<file path="src/rtl/irq_pkg.sv">
// rtl/irq_pkg.sv - shared constants, register decode and cause encoding for irq_source_ctrl
package irq_pkg;

    // Byte offsets of the register map.
    localparam logic [4:0] OFF_MSIP        = 5'h00;
    localparam logic [4:0] OFF_MTIMECMP_LO = 5'h04;
    localparam logic [4:0] OFF_MTIMECMP_HI = 5'h08;
    localparam logic [4:0] OFF_MTIME_LO    = 5'h0C;
    localparam logic [4:0] OFF_MTIME_HI    = 5'h10;
    localparam logic [4:0] OFF_IE          = 5'h14;
    localparam logic [4:0] OFF_IP          = 5'h18;

    // Bit positions inside IE and IP.
    localparam int IRQ_SW    = 0;
    localparam int IRQ_TIMER = 1;
    localparam int IRQ_EXT   = 2;

    // mcause encodings.
    localparam logic [31:0] IRQ_FLAG  = 32'h8000_0000;
    localparam logic [31:0] CAUSE_MSI = 32'd3;
    localparam logic [31:0] CAUSE_MTI = 32'd7;
    localparam logic [31:0] CAUSE_MEI = 32'd11;

    typedef enum logic [2:0] {
        REG_MSIP,
        REG_CMP_LO,
        REG_CMP_HI,
        REG_MT_LO,
        REG_MT_HI,
        REG_IE,
        REG_IP,
        REG_NONE
    } reg_sel_e;

    // Decode on the word index only; byte-lane bits are not significant.
    function automatic reg_sel_e decode_reg(input logic [2:0] word);
        reg_sel_e sel;
        sel = REG_NONE;
        if (word == OFF_MSIP[4:2])             sel = REG_MSIP;
        else if (word == OFF_MTIMECMP_LO[4:2]) sel = REG_CMP_LO;
        else if (word == OFF_MTIMECMP_HI[4:2]) sel = REG_CMP_HI;
        else if (word == OFF_MTIME_LO[4:2])    sel = REG_MT_LO;
        else if (word == OFF_MTIME_HI[4:2])    sel = REG_MT_HI;
        else if (word == OFF_IE[4:2])          sel = REG_IE;
        else if (word == OFF_IP[4:2])          sel = REG_IP;
        return sel;
    endfunction

    // Fixed priority ext > sw > timer; zero when nothing is active.
    function automatic logic [31:0] cause_of(input logic [2:0] active);
        logic [31:0] cause;
        cause = 32'h0;
        if (active[IRQ_EXT])        cause = IRQ_FLAG | CAUSE_MEI;
        else if (active[IRQ_SW])    cause = IRQ_FLAG | CAUSE_MSI;
        else if (active[IRQ_TIMER]) cause = IRQ_FLAG | CAUSE_MTI;
        return cause;
    endfunction

endpackage

</file>
<file path="src/rtl/irq_source_ctrl_if.sv">
// rtl/irq_source_ctrl_if.sv - word-wide data-memory bus into the interrupt source block
// Signals: bus_addr (byte offset), bus_we/bus_re (one-cycle strobes), bus_wdata,
//          bus_rdata/bus_rvalid (returned the cycle after bus_re).
interface irq_source_ctrl_if;
    logic [4:0]  bus_addr;
    logic        bus_we;
    logic        bus_re;
    logic [31:0] bus_wdata;
    logic [31:0] bus_rdata;
    logic        bus_rvalid;

    modport master (
        output bus_addr, bus_we, bus_re, bus_wdata,
        input  bus_rdata, bus_rvalid
    );

    modport slave (
        input  bus_addr, bus_we, bus_re, bus_wdata,
        output bus_rdata, bus_rvalid
    );
endinterface

</file>
<file path="src/rtl/irq_sync_edge.sv">
// rtl/irq_sync_edge.sv - multi-flop synchroniser followed by a rising-edge pulse
// Ports: clk, rst (async, active-high), async_in (unsynchronised line),
//        rise (one-cycle pulse on a synchronised 0->1 transition).
module irq_sync_edge #(
    parameter int STAGES = 2
) (
    input  logic clk,
    input  logic rst,
    input  logic async_in,
    output logic rise
);

    logic [STAGES-1:0] sync_q;
    logic              edge_q;

    always_ff @(posedge clk or posedge rst) begin
        if (rst) begin
            sync_q <= '0;
            edge_q <= 1'b0;
        end else begin
            sync_q <= {sync_q[STAGES-2:0], async_in};
            edge_q <= sync_q[STAGES-1];
        end
    end

    assign rise = sync_q[STAGES-1] & ~edge_q;

endmodule

</file>
<file path="src/rtl/irq_source_ctrl.sv">
// rtl/irq_source_ctrl.sv - machine timer, software and external interrupt sources feeding one irq level
// Ports: clk, rst (async, active-high), bus (register access, slave side),
//        ext_irq_async (async external line, rising edge significant),
//        irq_ack (exception unit took an interrupt), irq (level), irq_cause (mcause).
module irq_source_ctrl
    import irq_pkg::*;
#(
    parameter int PRESCALE    = 1,
    parameter int SYNC_STAGES = 2
) (
    input  logic               clk,
    input  logic               rst,
    irq_source_ctrl_if.slave   bus,
    input  logic               ext_irq_async,
    input  logic               irq_ack,
    output logic               irq,
    output logic [31:0]        irq_cause
);

    localparam int CNT_W = (PRESCALE > 1) ? $clog2(PRESCALE) : 1;
    localparam logic [CNT_W-1:0] CNT_LAST = CNT_W'(PRESCALE - 1);

    logic [CNT_W-1:0] presc_cnt;
    logic             tick;
    logic [63:0]      mtime;
    logic [63:0]      mtime_nxt;
    logic [63:0]      mtimecmp;
    logic             msip;
    logic             timer_pend;
    logic             ext_pend;
    logic             ext_rise;
    logic             ext_clr;
    logic [2:0]       ie;
    logic [2:0]       ip;
    logic [2:0]       active;
    logic [31:0]      rd_mux;
    reg_sel_e         sel;
    logic [1:0]       unused_addr_bits;

    assign unused_addr_bits = bus.bus_addr[1:0];
    assign sel              = decode_reg(bus.bus_addr[4:2]);

    irq_sync_edge #(
        .STAGES (SYNC_STAGES)
    ) u_sync_edge (
        .clk      (clk),
        .rst      (rst),
        .async_in (ext_irq_async),
        .rise     (ext_rise)
    );

    // With PRESCALE=1 the counter is pinned at 0 and tick is permanently high.
    assign tick = (presc_cnt == CNT_LAST);

    always_ff @(posedge clk or posedge rst) begin
        if (rst) presc_cnt <= '0;
        else     presc_cnt <= tick ? '0 : presc_cnt + 1'b1;
    end

    // A half-word write replaces that half; the other half keeps its
    // pre-increment value so no carry crosses into or out of the written half.
    always_comb begin
        mtime_nxt = tick ? mtime + 64'd1 : mtime;
        if (bus.bus_we && sel == REG_MT_LO) mtime_nxt = {mtime[63:32], bus.bus_wdata};
        if (bus.bus_we && sel == REG_MT_HI) mtime_nxt = {bus.bus_wdata, mtime[31:0]};
    end

    // Edge detection beats a same-cycle clear so an edge is never lost.
    assign ext_clr = irq_ack || (bus.bus_we && sel == REG_IP && bus.bus_wdata[IRQ_EXT]);

    assign ip     = {ext_pend, timer_pend, msip};
    assign active = ip & ie;

    always_ff @(posedge clk or posedge rst) begin
        if (rst) begin
            mtime      <= 64'h0;
            mtimecmp   <= 64'hFFFF_FFFF_FFFF_FFFF;
            msip       <= 1'b0;
            ie         <= 3'b000;
            ext_pend   <= 1'b0;
            timer_pend <= 1'b0;
            irq        <= 1'b0;
            irq_cause  <= 32'h0;
        end else begin
            mtime      <= mtime_nxt;
            timer_pend <= (mtime >= mtimecmp);
            if (ext_rise)     ext_pend <= 1'b1;
            else if (ext_clr) ext_pend <= 1'b0;
            if (bus.bus_we) begin
                case (sel)
                    REG_MSIP:   msip           <= bus.bus_wdata[0];
                    REG_CMP_LO: mtimecmp[31:0]  <= bus.bus_wdata;
                    REG_CMP_HI: mtimecmp[63:32] <= bus.bus_wdata;
                    REG_IE:     ie             <= bus.bus_wdata[2:0];
                    default:    ;
                endcase
            end
            irq       <= |active;
            irq_cause <= cause_of(active);
        end
    end

    // Read mux sees pre-write register values, so a simultaneous write and
    // read returns the old contents.
    always_comb begin
        rd_mux = 32'h0;
        case (sel)
            REG_MSIP:   rd_mux = {31'h0, msip};
            REG_CMP_LO: rd_mux = mtimecmp[31:0];
            REG_CMP_HI: rd_mux = mtimecmp[63:32];
            REG_MT_LO:  rd_mux = mtime[31:0];
            REG_MT_HI:  rd_mux = mtime[63:32];
            REG_IE:     rd_mux = {29'h0, ie};
            REG_IP:     rd_mux = {29'h0, ip};
            default:    rd_mux = 32'h0;
        endcase
    end

    always_ff @(posedge clk or posedge rst) begin
        if (rst) begin
            bus.bus_rdata  <= 32'h0;
            bus.bus_rvalid <= 1'b0;
        end else begin
            bus.bus_rdata  <= bus.bus_re ? rd_mux : 32'h0;
            bus.bus_rvalid <= bus.bus_re;
        end
    end

endmodule

</file>
<file path="src/flat_wrapper.sv">
// flat-port wrapper written by rule: the top's interface ports become plain ports
module irq_source_ctrl_flat import irq_pkg::*;
#(
    parameter int PRESCALE    = 1,
    parameter int SYNC_STAGES = 2
)
  (clk, rst, ext_irq_async, irq_ack, irq, irq_cause, bus_bus_addr, bus_bus_we, bus_bus_re, bus_bus_wdata, bus_bus_rdata, bus_bus_rvalid);
  irq_source_ctrl_if bus_i ();
  input  logic clk;
  input  logic rst;
  input  logic ext_irq_async;
  input  logic irq_ack;
  output logic irq;
  output logic [31:0] irq_cause;
  input wire logic [$bits(bus_i.bus_addr)-1:0] bus_bus_addr;
  input wire logic [$bits(bus_i.bus_we)-1:0] bus_bus_we;
  input wire logic [$bits(bus_i.bus_re)-1:0] bus_bus_re;
  input wire logic [$bits(bus_i.bus_wdata)-1:0] bus_bus_wdata;
  output wire logic [$bits(bus_i.bus_rdata)-1:0] bus_bus_rdata;
  output wire logic [$bits(bus_i.bus_rvalid)-1:0] bus_bus_rvalid;
  assign bus_i.bus_addr = bus_bus_addr;
  assign bus_i.bus_we = bus_bus_we;
  assign bus_i.bus_re = bus_bus_re;
  assign bus_i.bus_wdata = bus_bus_wdata;
  assign bus_bus_rdata = bus_i.bus_rdata;
  assign bus_bus_rvalid = bus_i.bus_rvalid;
  irq_source_ctrl #(.PRESCALE(PRESCALE), .SYNC_STAGES(SYNC_STAGES)) u_core (.clk(clk), .rst(rst), .bus(bus_i), .ext_irq_async(ext_irq_async), .irq_ack(irq_ack), .irq(irq), .irq_cause(irq_cause));
endmodule
</file>
<file path="config.mk">
export PLATFORM = sky130hd
export DESIGN_NAME = irq_source_ctrl_flat
export DESIGN_NICKNAME = d
export VERILOG_FILES = /design/src/rtl/irq_pkg.sv /design/src/rtl/irq_source_ctrl_if.sv /design/src/rtl/irq_sync_edge.sv /design/src/rtl/irq_source_ctrl.sv /design/src/flat_wrapper.sv
export SDC_FILE = /design/constraint.sdc
export NUM_CORES = 1
export LEC_CHECK = 0
export ABC_AREA = 1
export CAP_MARGIN = 20
export CORE_AREA = 2 2 117 176
export DETAILED_ROUTE_END_ITERATION = 8
export DIE_AREA = 0 0 119 178
export GPL_TIMING_DRIVEN = 0
export PLACE_DENSITY = 0.78
export SLEW_MARGIN = 10
export SYNTH_ARGS = -nofsm -noshare
export SYNTH_HDL_FRONTEND = slang
export SYNTH_SLANG_ARGS = --single-unit
</file>
<file path="constraint.sdc">
create_clock -name clk -period 7.21 [get_ports clk]
set_input_delay 2.163 -clock clk [delete_from_list [all_inputs] [get_ports clk]]
set_output_delay 2.163 -clock clk [all_outputs]
set_load 0.03 [all_outputs]
</file>
# == After elaboration in Yosys (flattened, before gate mapping) ==
# Index checks and enable logic that the tools add are counted.
# word_totals
word_cells,70
output_inout_bits,66
reg_bits,204
in_bits,43
# classes
n_reduce_logical,15
bitwise_logic,4
add_sub_neg,2
n_mux,18
magnitude_cmp,1
n_eq_ne,15
# ops
op,n
32-bit case mux with 7 select lines,1
64-bit 2-to-1 mux,3
32-bit 2-to-1 mux,4
64-bit by 1-bit adder with 64-bit output (second input constant),1
64-bit >= comparator,1
3-bit equality test (second input constant),6
3-bit 2-to-1 mux,6
3-bit by 2-bit equality test with 1-bit output (second input constant),4
2-bit AND reduction,6
3-bit by 1-bit equality test with 1-bit output (second input constant),2
3-bit logical NOT,2
2-bit != test (second input constant),3
1-bit logical AND,4
1-bit 2-to-1 mux,4
3-bit bitwise AND,1
3-bit OR reduction,1
1-bit inverter,2
2-bit nonzero test,1
1-bit adder (second input constant),1
1-bit bitwise AND,1
1-bit logical OR,1

# == Depth between registers and ports, before layout ==
# Gate-level depths: netlist of run 1.
# logic_depth
word_depth,14
mapped_depth,15
mapped_depth_nobuf,15

# == Hierarchy ==
# A second synthesis of run 1 with hierarchy kept.
# hier_totals
cells_unflattened,1709
hier_area_um2,11949.0
# by_module_without_submodules
mod,area_each_um2,seq_area_each_um2,instances,cells_each
irq_source_ctrl,11860.1,4334.2,1,1703
irq_sync_edge,88.8,75.1,1,6

# == Worst setup path after synthesis of run 1 ==
# No wires, ideal clock.
# synth_path
kind,input-to-reg
from,input port bus_bus_addr[2]
to,register u_core.mtime[31]
slack_ps,3994
required_ps,7084
t_arrival_ps,3090
path_stages,8
path_buffers,2
path_cell_list,nor3_4 > inv_2 > nor2_4 > inv_2 > buf_2 > buf_2 > a21oi_1 > a21oi_1
# synth_via
elab_chain_cells,12
# synth_lines
item,line_no,source
"start, declared",flat_wrapper.sv:15,input wire logic [$bits(bus_i.bus_addr)-1:0] bus_bus_addr;
3-bit equality test,irq_pkg.sv:45,else if (word == OFF_IP[4:2]) sel = REG_IP;
1-bit 2-to-1 mux,irq_pkg.sv:45,
3-bit 2-to-1 mux,irq_pkg.sv:44,else if (word == OFF_IE[4:2]) sel = REG_IE;
3-bit 2-to-1 mux,irq_pkg.sv:43,else if (word == OFF_MTIME_HI[4:2]) sel = REG_MT_HI;
3-bit 2-to-1 mux,irq_pkg.sv:42,else if (word == OFF_MTIME_LO[4:2]) sel = REG_MT_LO;
3-bit 2-to-1 mux,irq_pkg.sv:41,else if (word == OFF_MTIMECMP_HI[4:2]) sel = REG_CMP_HI;
3-bit 2-to-1 mux,irq_pkg.sv:40,else if (word == OFF_MTIMECMP_LO[4:2]) sel = REG_CMP_LO;
3-bit 2-to-1 mux *,irq_pkg.sv:39,if (word == OFF_MSIP[4:2]) sel = REG_MSIP;
3-bit by 2-bit equality test with 1-bit output / 3-bit equality test (equally long branches),"irq_source_ctrl.sv:64, irq_source_ctrl.sv:65",
1-bit logical AND (on tied branches),"irq_source_ctrl.sv:64, irq_source_ctrl.sv:65",
2-bit != test (no line) / 1-bit inverter (equally long branches),--,
2-bit AND reduction (no line),--,
"end signal, assigned",irq_source_ctrl.sv:85,mtime <= mtime_nxt;
"end, declared",irq_source_ctrl.sv:25,logic [63:0] mtime;
# Mark *: on every way between the ends. The rest lies on a longest branch, timed or not. The select of a mux whose other input is x is not followed.
# A chain may end at the register's enable or synchronous reset.

# == Worst setup path after layout of run 1 ==
# layout_path
from,input port bus_bus_addr[2]
to,register u_core.mtimecmp[9]
# layout_via
elab_chain_cells,10
# layout_lines
item,line_no,source
3-bit equality test,irq_pkg.sv:45,
1-bit 2-to-1 mux,irq_pkg.sv:45,
3-bit 2-to-1 mux,irq_pkg.sv:44,
3-bit 2-to-1 mux,irq_pkg.sv:43,
3-bit 2-to-1 mux,irq_pkg.sv:42,
3-bit 2-to-1 mux,irq_pkg.sv:41,
3-bit 2-to-1 mux,irq_pkg.sv:40,
3-bit 2-to-1 mux *,irq_pkg.sv:39,
3-bit by 1-bit equality test with 1-bit output *,irq_source_ctrl.sv:90,case (sel)
2-bit AND reduction (no line) *,--,
"end signal, assigned",irq_source_ctrl.sv:92,REG_CMP_LO: mtimecmp[31:0] <= bus.bus_wdata;
"end, declared",irq_source_ctrl.sv:27,logic [63:0] mtimecmp;
# Mark *: on every way between the ends. The rest lies on a longest branch, timed or not.

==> impl_metrics.json, run 1 <==
{
  "outcome": "complete, no violations",
  "routabilityCongestion": 1.045,
  "area_growth_pct": 16.51,
  "cts_tree": "built",
  "synthAdderAreaFrac_pct": 7.151,
  "synth_simple_gate_area_share_pct": 26.41,
  "cp_slowest_stage_delay_ns": 0.55,
  "hold_depth": 0,
  "cp_cell_sequence": "clkdlybuf4s50_1, inv_1, nor2_1, nand2_1, inv_1, nand2_1, clkbuf_1, nand2_1, o21ai_0",
  "reg2reg_slack_ns": 4.52,
  "via_count": 11810,
  "rr_worst_depth": 10,
  "post-route-period-util_pct": 57.83,
  "synth-seq-cells": 173,
  "fmax_mhz": 239.8,
  "cts_max_level": 4,
  "cts_resized": 0,
  "antenna_found_initial": 1,
  "drc_errors": 0,
  "grt_pass1_vias": 11530,
  "required_ns": 7.57,
  "cts.sinks": 173,
  "holdBufCountCts": 0,
  "wirelength_mm": 43.13,
  "drt_iter0_markers": 1230,
  "hold_violations": 0,
  "io_buffers": 79,
  "slowest_stage": "clkdlybuf4s50_1",
  "worstMarginPinSlew_ns": 1.038,
  "grt_max_degree": 89,
  "path_clk_slew_ns": 0.07,
  "placed_area_um2": 12620,
  "worstPathArrival_ns": 4.53,
  "ant_nets": 0,
  "stdcell_area_um2": 13250,
  "setup_viol": 0,
  "synth_cell_types": 38,
  "overflow": 0,
  "synth_area_um2": 11370,
  "pin_count": 109,
  "ys_seq_area_share_pct": 38.77,
  "hpwlAfterDp_mm": 32.66,
  "hold_path_class": "register to register",
  "die-area_um2": 21180,
  "period_needed_ns": 4.170,
  "cp_max_fo": 10,
  "p_leak_nw": 6.279,
  "end_kind": "register",
  "grt_pass1_wl_mm": 65.11,
  "maxSlewHeadroom_pct": 30.83,
  "synth.area.top_cells": "dfrtp_1 (24%), dfstp_2 (15%), nand2_1 (14%)",
  "netlist_instances": 1592,
  "cts_buffer_depth": 2,
  "avgRoutedWirePerCell_um": 21.66,
  "slew_viol_final": 0,
  "synth_xor_area_share_pct": 0.6161,
  "synth_mux_area_share_pct": 0,
  "synth.avg_cell_area_um2": 7.144,
  "fin_nets": 1825,
  "cts_buffers": 17,
  "yosys.area.top_type_share_pct": 23.98,
  "cp-start-kind": "primary input",
  "power_mw": 3.702,
  "clk_latency_ns": 0.46,
  "ir_worst_vdd_uv": 175.7,
  "fin_worst_skew_ns": 0.01206,
  "timing.critical_path.mode_cell": "nand2_1",
  "coreArea_um2": 19630,
  "yosysWarnings": 0,
  "track_usage_pct": 41.40,
  "layout-drive-gt1-share_pct": 10.06,
  "num-fill-cells": 1675,
  "maxCapViolations": 0,
  "num_rows": 63,
  "root_buffer": "clkbuf_16",
  "crit_type": "primary input to register",
  "post_cts_buffers": 0,
  "rsz0062_at_grt": "false",
  "die_w_um": 119,
  "power_per_cell_area_nw_per_um2": 279.3,
  "start_util_pct": 57.95,
  "viasPerCell": 5.933,
  "die_h_um": 178,
  "synth_top_family_by_area": "simple AND/OR/NAND/NOR gates",
  "synth_compound_area_share_pct": 15.72,
  "synth.largest_area_cell": "dfrtp_1",
  "first_pass_iters": 6
}
## cell usage in the layout, fill, tap and decap left out, types with 4 or more instances in the layout
cell and count:
o21ai_1 16, nand3_1 69, nor2_2 8, buf_1 4, a21oi_1 61, o22ai_1 35, buf_2 19, inv_2 5
xor2_1 6, nor2_4 4, inv_1 213, nand2_1 429, ha_1 65, nor2_1 160, buf_4 31, nor3_1 15
o21ai_0 158, clkinvlp_4 4, o211ai_1 9, clkbuf_1 29, a221oi_1 29, clkbuf_16 17, clkdlybuf4s50_1 79, nand2_2 5
nand4_1 22, dfrtp_1 109, nand3b_1 7, conb_1 27, dfstp_2 64
## sequential cells by signal, summed over array words and instances, names as in the netlist
register                   flops
u_core.mtime                  64
u_core.mtimecmp               64
u_core.bus.bus_rdata          32
u_core.ie                      3
u_core.irq_cause               3
u_core.u_sync_edge.sync_q      2
u_core.bus.bus_rvalid          1
u_core.ext_pend                1
u_core.msip                    1
u_core.timer_pend              1
u_core.u_sync_edge.edge_q      1
## cells in the mapped netlist
cell        n
a211oi_1    3
a21boi_0    1
a21o_1      1
a21oi_1    61
a221oi_1   29
a22o_1      1
and2_1      2
buf_1       4
buf_2      19
buf_4      31
buf_6       1
clkbuf_1   29
conb_1      1
dfrtp_1   109
dfstp_2    64
ha_1       65
inv_1     214
inv_2       5
nand2_1   429
nand2_2     5
nand3_1    69
nand3_2     2
nand3b_1    7
nand4_1    22
nor2_1    160
nor2_2      8
nor2_4      4
nor3_1     15
nor3_4      1
nor3b_1     1
o211ai_1    9
o21a_1      1
o21ai_0   158
o21ai_1    16
o22ai_1    35
o32ai_1     2
xnor2_1     2
xor2_1      6
## layer usage
metal	global-route usage, %	part of all wire [%]	vias up
met4	28.62	7.1	0
met1	47.47	36	5553
met2	69.95	49	694
li1	-	-	5389
met5	0	0	-
met3	7.641	8.0	177
## kinds of logic (layout without fill, tap and decap cells)
| group | count (synthesis) | in the layout |
|---|---|---|
| xor+xnor | 8 | 8 |
| buf+inv | 303 | 415 |
| flops | 173 | 173 |
| fa+ha+maj | 65 | 65 |
| other cells | 1 | 28 |
| simple gates | 725 | 725 |
| compound gates | 317 | 317 |
## per-stage QoR
stage | hold WS, ns | std cells | worst slack [ns] | util [%] | TNS [ns]
floorplan | 0.3312 | 1618 | 0.4644 | - | 0
global placement | 0.3335 | 1957 | -1.710 | 64.13 | -184.74
global route | 0.3743 | 1990 | 2.940 | 67.50 | 0
CTS | 0.3600 | 1990 | 3.121 | 67.50 | 0
detailed placement | 0.3451 | 1958 | 2.644 | 64.31 | 0
finish | 0.3529 | 1991 | 3.040 | 67.51 | 0
## critical path, delay by kind of cell
kind	cells	cell delay [ns]
buffers and inverters	4	1.31
and+or+nand+nor	4	0.91
AOI/OAI and AO/OA	1	0.15
## report_power, final
| part | internal, mW | switching, mW |
|---|---|---|
| logic | 0.450 | 0.765 |
| clock network | 0.574 | 0.430 |
| registers | 1.22 | 0.267 |
| total | 2.24 | 1.46 |
## cell type report
class	count	area, um2	share of cell area [%]
multi-input cells	1142	5777	43.59
flip-flops and latches	173	4409	33.27
inverters	219	829.5	6.260
repair buffers	80	818.3	6.175
clock buffers	20	466.7	3.522
plain buffers	84	462.9	3.494
well taps	260	325.3	2.455
clock inverters	12	160.2	1.209
diodes	1	2.502	0.01888
## worst paths after layout
path | endpoint | from
min in group asynchronous | u_core.mtime[43] | rst
worst min register to register | u_core.u_sync_edge.sync_q[1] | u_core.u_sync_edge.sync_q[0]
worst min-delay path | u_core.u_sync_edge.sync_q[1] | u_core.u_sync_edge.sync_q[0]
worst max-delay path | u_core.mtimecmp[9] | bus_bus_addr[2]
max in group asynchronous | u_core.mtimecmp[32] | rst
worst max register to register | u_core.mtime[40] | u_core.mtime[0]
Power figures use the tool's default switching activity.
==> run 2, diff against run 1 <==
clock period = 4 ns   (was 7.21 ns; I/O delays follow)
==> impl_metrics.json, run 2 (synthesis results as in run 1) <==
{
  "clk_latency_ns": 0.46,
  "pin_count": 109,
  "avgRoutedWirePerCell_um": 21.30,
  "layout-drive-gt1-share_pct": 10.21,
  "slowest_stage": "clkdlybuf4s50_1",
  "stdcell_area_um2": 13330,
  "cts_max_level": 4,
  "cts.sinks": 173,
  "hold_depth": 0,
  "via_count": 11800,
  "rr_worst_depth": 10,
  "finalNonFillerCells": 1994,
  "wirelength_mm": 42.47,
  "fin_nets": 1828,
  "root_buffer": "clkbuf_16",
  "slew_viol_final": 0,
  "maxCapViolations": 0,
  "final_cell_mix": "nand2_1 (429), inv_1 (213), nor2_1 (160)",
  "crit_type": "primary input to register",
  "cp-start-kind": "primary input",
  "worstPathArrival_ns": 3.55,
  "period_needed_ns": 3.172,
  "maxSlewHeadroom_pct": 35.06,
  "post-route-period-util_pct": 79.30,
  "reg2reg_slack_ns": 1.38,
  "setup_slack_ns": 0.8279,
  "grt_max_degree": 40,
  "area_growth_pct": 17.22,
  "place_inst": 1961,
  "final_common_cell": "nand2_1",
  "coreArea_um2": 19630,
  "routabilityCongestion": 1.083,
  "cts_buffers": 17,
  "die_h_um": 178,
  "biggestRegsByFlops": "u_core.mtime: 64 flops, u_core.mtimecmp: 64 flops, u_core.bus.bus_rdata: 32 flops",
  "hold_end": "u_core.u_sync_edge.sync_q[1]",
  "hpwlAfterDp_mm": 32.42,
  "drt_iter0_markers": 1326,
  "power_mw": 6.756,
  "ir_worst_vdd_uv": 332.5,
  "viasPerCell": 5.915,
  "finalSetupTns_ns": 0,
  "start_util_pct": 57.95,
  "fmax_mhz": 315.2,
  "placed_area_um2": 12670,
  "cts_tree": "built",
  "reg2reg_to": "u_core.mtime[40]",
  "hold_violations": 0,
  "ant_nets": 0,
  "die-area_um2": 21180,
  "holdBufCountCts": 0,
  "cp_cell_sequence": "clkdlybuf4s50_1, nor2_1, nand2_1, inv_1, nand2_1, clkbuf_1, nand2_1, o21ai_0",
  "outcome": "complete, no violations",
  "power_per_cell_area_nw_per_um2": 506.7,
  "dp_slack_ns": 0.4377,
  "cts_buffer_depth": 2,
  "die_w_um": 119,
  "cp_slowest_stage_delay_ns": 0.64,
  "rsz0062_at_grt": "false",
  "cts_resized": 0,
  "setup_viol": 0,
  "io_buffers": 79,
  "min_from": "u_core.u_sync_edge.sync_q[0]",
  "post_cts_buffers": 0,
  "grt_pass1_vias": 11340,
  "timing.critical_path.mode_cell": "nand2_1",
  "path_clk_slew_ns": 0.07,
  "first_pass_iters": 6,
  "track_usage_pct": 40.95,
  "fin_worst_skew_ns": 0.009444,
  "hold_path_class": "register to register",
  "cp_max_fo": 10,
  "overflow": 0,
  "required_ns": 4.37,
  "antenna_found_initial": 1,
  "end_kind": "register",
  "drc_errors": 0,
  "p_leak_nw": 6.316,
  "fin_util_pct": 67.92,
  "r2r_start": "u_core.mtime[0]",
  "whs_ns": 0.3499,
  "grt_pass1_wl_mm": 64.34,
  "worstMarginPinSlew_ns": 0.9741,
  "num_rows": 63
}
## run 2: cell count changes in the layout (fill, tap and decap cells not counted)
cell,previous run,this run
buf_12,0,4
buf_16,1,0
clkinv_4,3,2
clkbuf_8,3,0
inv_6,1,3
bufinv_16,3,5
## run 2: area by class of cell
type	instances	area, um2
Antenna cell	1	2.502
Buffer	84	462.9
Clock buffer	17	425.4
Clock inverter	15	232.7
Fill cell	1672	6296
Inverter	219	825.8
Multi-Input combinational cell	1142	5777
Sequential cell	173	4409
Tap cell	260	325.3
Timing Repair Buffer	83	870.8
## run 2: how the worst max path moves through the flow
stage / cells past startpoint / from / to
floorplan: 1 / rst / u_core.bus.bus_rdata[0]
global placement: 2 / rst / u_core.bus.bus_rdata[24]
detailed placement: 8 / bus_bus_addr[3] / u_core.mtimecmp[9]
CTS: 8 / bus_bus_addr[3] / u_core.mtimecmp[9]
global route: 8 / bus_bus_addr[3] / u_core.mtimecmp[8]
finish: 8 / bus_bus_addr[3] / u_core.mtimecmp[9]
## run 2: power breakdown
part / leakage (nW) / internal [mW] / switching, mW
registers: 2.02 / 2.19 / 0.475
clock network: 0.312 / 1.12 / 0.785
logic: 3.98 / 0.812 / 1.37
## run 2: per-layer routing
layer	vias up	track usage [%]	share of wire [%]
li1	5396	-	-
met1	5544	47.28	36
met2	690	69.64	49
met3	165	7.097	8.0
met4	0	27.33	6.8
met5	-	0	0
## run 2: worst max-delay path: cells and delay by family
kind	cells	cell delay [ns]
buf+inv	3	1.28
compound gates	1	0.12
simple gates	4	0.94
==> run 3, diff against run 2 <==
CORE_AREA = 2 2 123 185   (was 2 2 117 176)
DIE_AREA = 0 0 125 187   (was 0 0 119 178)
PLACE_DENSITY = 0.74   (was 0.78)
clock period = 2.7 ns   (was 4 ns; I/O delays follow)
==> impl_metrics.json, run 3 (synthesis results as in run 1) <==
{
  "outcome": "complete, no violations",
  "viasPerCell": 5.794,
  "min_from": "u_core.u_sync_edge.sync_q[0]",
  "post_cts_buffers": 0,
  "fmax_mhz": 374.7,
  "cp-start-kind": "primary input",
  "hold_path_class": "register to register",
  "crit_start": "bus_bus_addr[3]",
  "p_leak_nw": 6.307,
  "path_clk_slew_ns": 0.07,
  "cp_cell_sequence": "clkdlybuf4s50_1, nor2_1, nand2_1, inv_1, nand2_2, clkbuf_1, o21ai_0",
  "die-area_um2": 23380,
  "cts_resized": 1,
  "post-route-period-util_pct": 98.84,
  "holdBufCountCts": 0,
  "reg2reg_slack_ns": 0.06,
  "setup_viol": 0,
  "io_buffers": 79,
  "area_growth_pct": 17.21,
  "power_per_cell_area_nw_per_um2": 730.7,
  "stdcell_area_um2": 13330,
  "biggestRegsByFlops": "u_core.mtime: 64 flops, u_core.mtimecmp: 64 flops, u_core.bus.bus_rdata: 32 flops",
  "hold_violations": 0,
  "drt_iter0_markers": 1041,
  "worstMarginPinSlew_ns": 0.9763,
  "slew_viol_final": 0,
  "placed_area_um2": 12720,
  "final_cell_mix": "nand2_1 (428), inv_1 (213), nor2_1 (160)",
  "root_buffer": "clkbuf_16",
  "cts_buffer_depth": 2,
  "routabilityCongestion": 1.035,
  "finalSetupTns_ns": 0,
  "crit_type": "primary input to register",
  "fin_nets": 1829,
  "cts_buffers": 17,
  "fin_worst_skew_ns": 0.01060,
  "worstPathArrival_ns": 3.03,
  "maxSlewHeadroom_pct": 34.91,
  "insertedDiodeCount": 0,
  "first_pass_iters": 5,
  "ant_nets": 0,
  "cts.sinks": 173,
  "end_kind": "register",
  "via_count": 11650,
  "wirelength_mm": 43.82,
  "overflow": 0,
  "drc_errors": 0,
  "die_w_um": 125,
  "grt_pass1_vias": 11470,
  "antenna_found_initial": 0,
  "maxCapViolations": 0,
  "pin_count": 109,
  "cp_slowest_stage_delay_ns": 0.65,
  "start_util_pct": 51.78,
  "hpwlAfterDp_mm": 33.92,
  "required_ns": 3.06,
  "avgRoutedWirePerCell_um": 21.80,
  "num_rows": 67,
  "cts_tree": "built",
  "clk_latency_ns": 0.47,
  "slowest_stage": "clkdlybuf4s50_1",
  "cts_max_level": 4,
  "grt_pass1_wl_mm": 66.17,
  "final_common_cell": "nand2_1",
  "period_needed_ns": 2.669,
  "whs_ns": 0.3636,
  "layout-drive-gt1-share_pct": 10.55,
  "coreArea_um2": 21960,
  "track_usage_pct": 37.85,
  "die_h_um": 187,
  "cp_max_fo": 10,
  "r2r_start": "u_core.mtime[0]",
  "grt_max_degree": 39,
  "ir_worst_vdd_uv": 530.8
}
## run 3: changes by cell type in the layout (fill, tap and decap cells not counted), moves of 2 or more
cell,previous run,this run
bufinv_16,5,2
clkbuf_1,29,27
clkbuf_2,0,2
clkbuf_8,0,2
clkinv_2,1,3
## run 3: per-layer routing
metal	GRT usage (%)	up-vias	share of wire (%)
met4	25.56	0	7.0
li1	-	5403	-
met3	5.521	167	7.1
met1	43.95	5463	37
met2	64.38	613	49
met5	0	-	0
## run 3: final timing paths
kind / end / cells past startpoint
setup / recovery: u_core.mtimecmp[2] / 7
hold / removal: u_core.u_sync_edge.sync_q[1] / 0
setup reg to reg: u_core.mtime[40] / 10
hold reg to reg: u_core.u_sync_edge.sync_q[1] / 0
max in group asynchronous: u_core.mtimecmp[28] / 4
min in group asynchronous: u_core.mtime[6] / 2
## run 3: cell type report
| class | count | area, um2 |
|---|---|---|
| Tap cell | 276 | 345.3 |
| Inverter | 219 | 825.8 |
| Multi-Input combinational cell | 1142 | 5787 |
| Fill cell | 2126 | 8633 |
| Timing Repair Buffer | 84 | 898.4 |
| Sequential cell | 173 | 4409 |
| Buffer | 84 | 471.7 |
| Clock inverter | 13 | 140.1 |
| Clock buffer | 19 | 452.9 |
## run 3: per-stage QoR
step | worst slack [ns] | utilization, % | cells | total power, mW
2_1_floorplan | -0.2684 | - | 1618 | 5.943
3_3_place_gp | -1.697 | 57.42 | 1973 | 6.972
3_5_place_dp | -0.5331 | 57.91 | 1978 | 7.111
4_1_cts | 0.03339 | 60.62 | 2010 | 9.688
5_1_grt | -0.02872 | 60.69 | 2010 | 10.31
6_report | 0.03127 | 60.69 | 2010 | 9.740
## run 3: critical path: cells and delay by family
kind                   cells  cell delay [ns]
buffers and inverters      3             1.30
and+or+nand+nor            3             0.72
AOI/OAI and AO/OA          1             0.18
## run 3: power breakdown
part / switching, mW / leakage (nW) / internal, mW / total [mW]
sequential: 0.714 / 2.02 / 3.24 / 3.96
combinational: 2.01 / 4.00 / 1.21 / 3.21
clock: 1.16 / 0.282 / 1.41 / 2.57
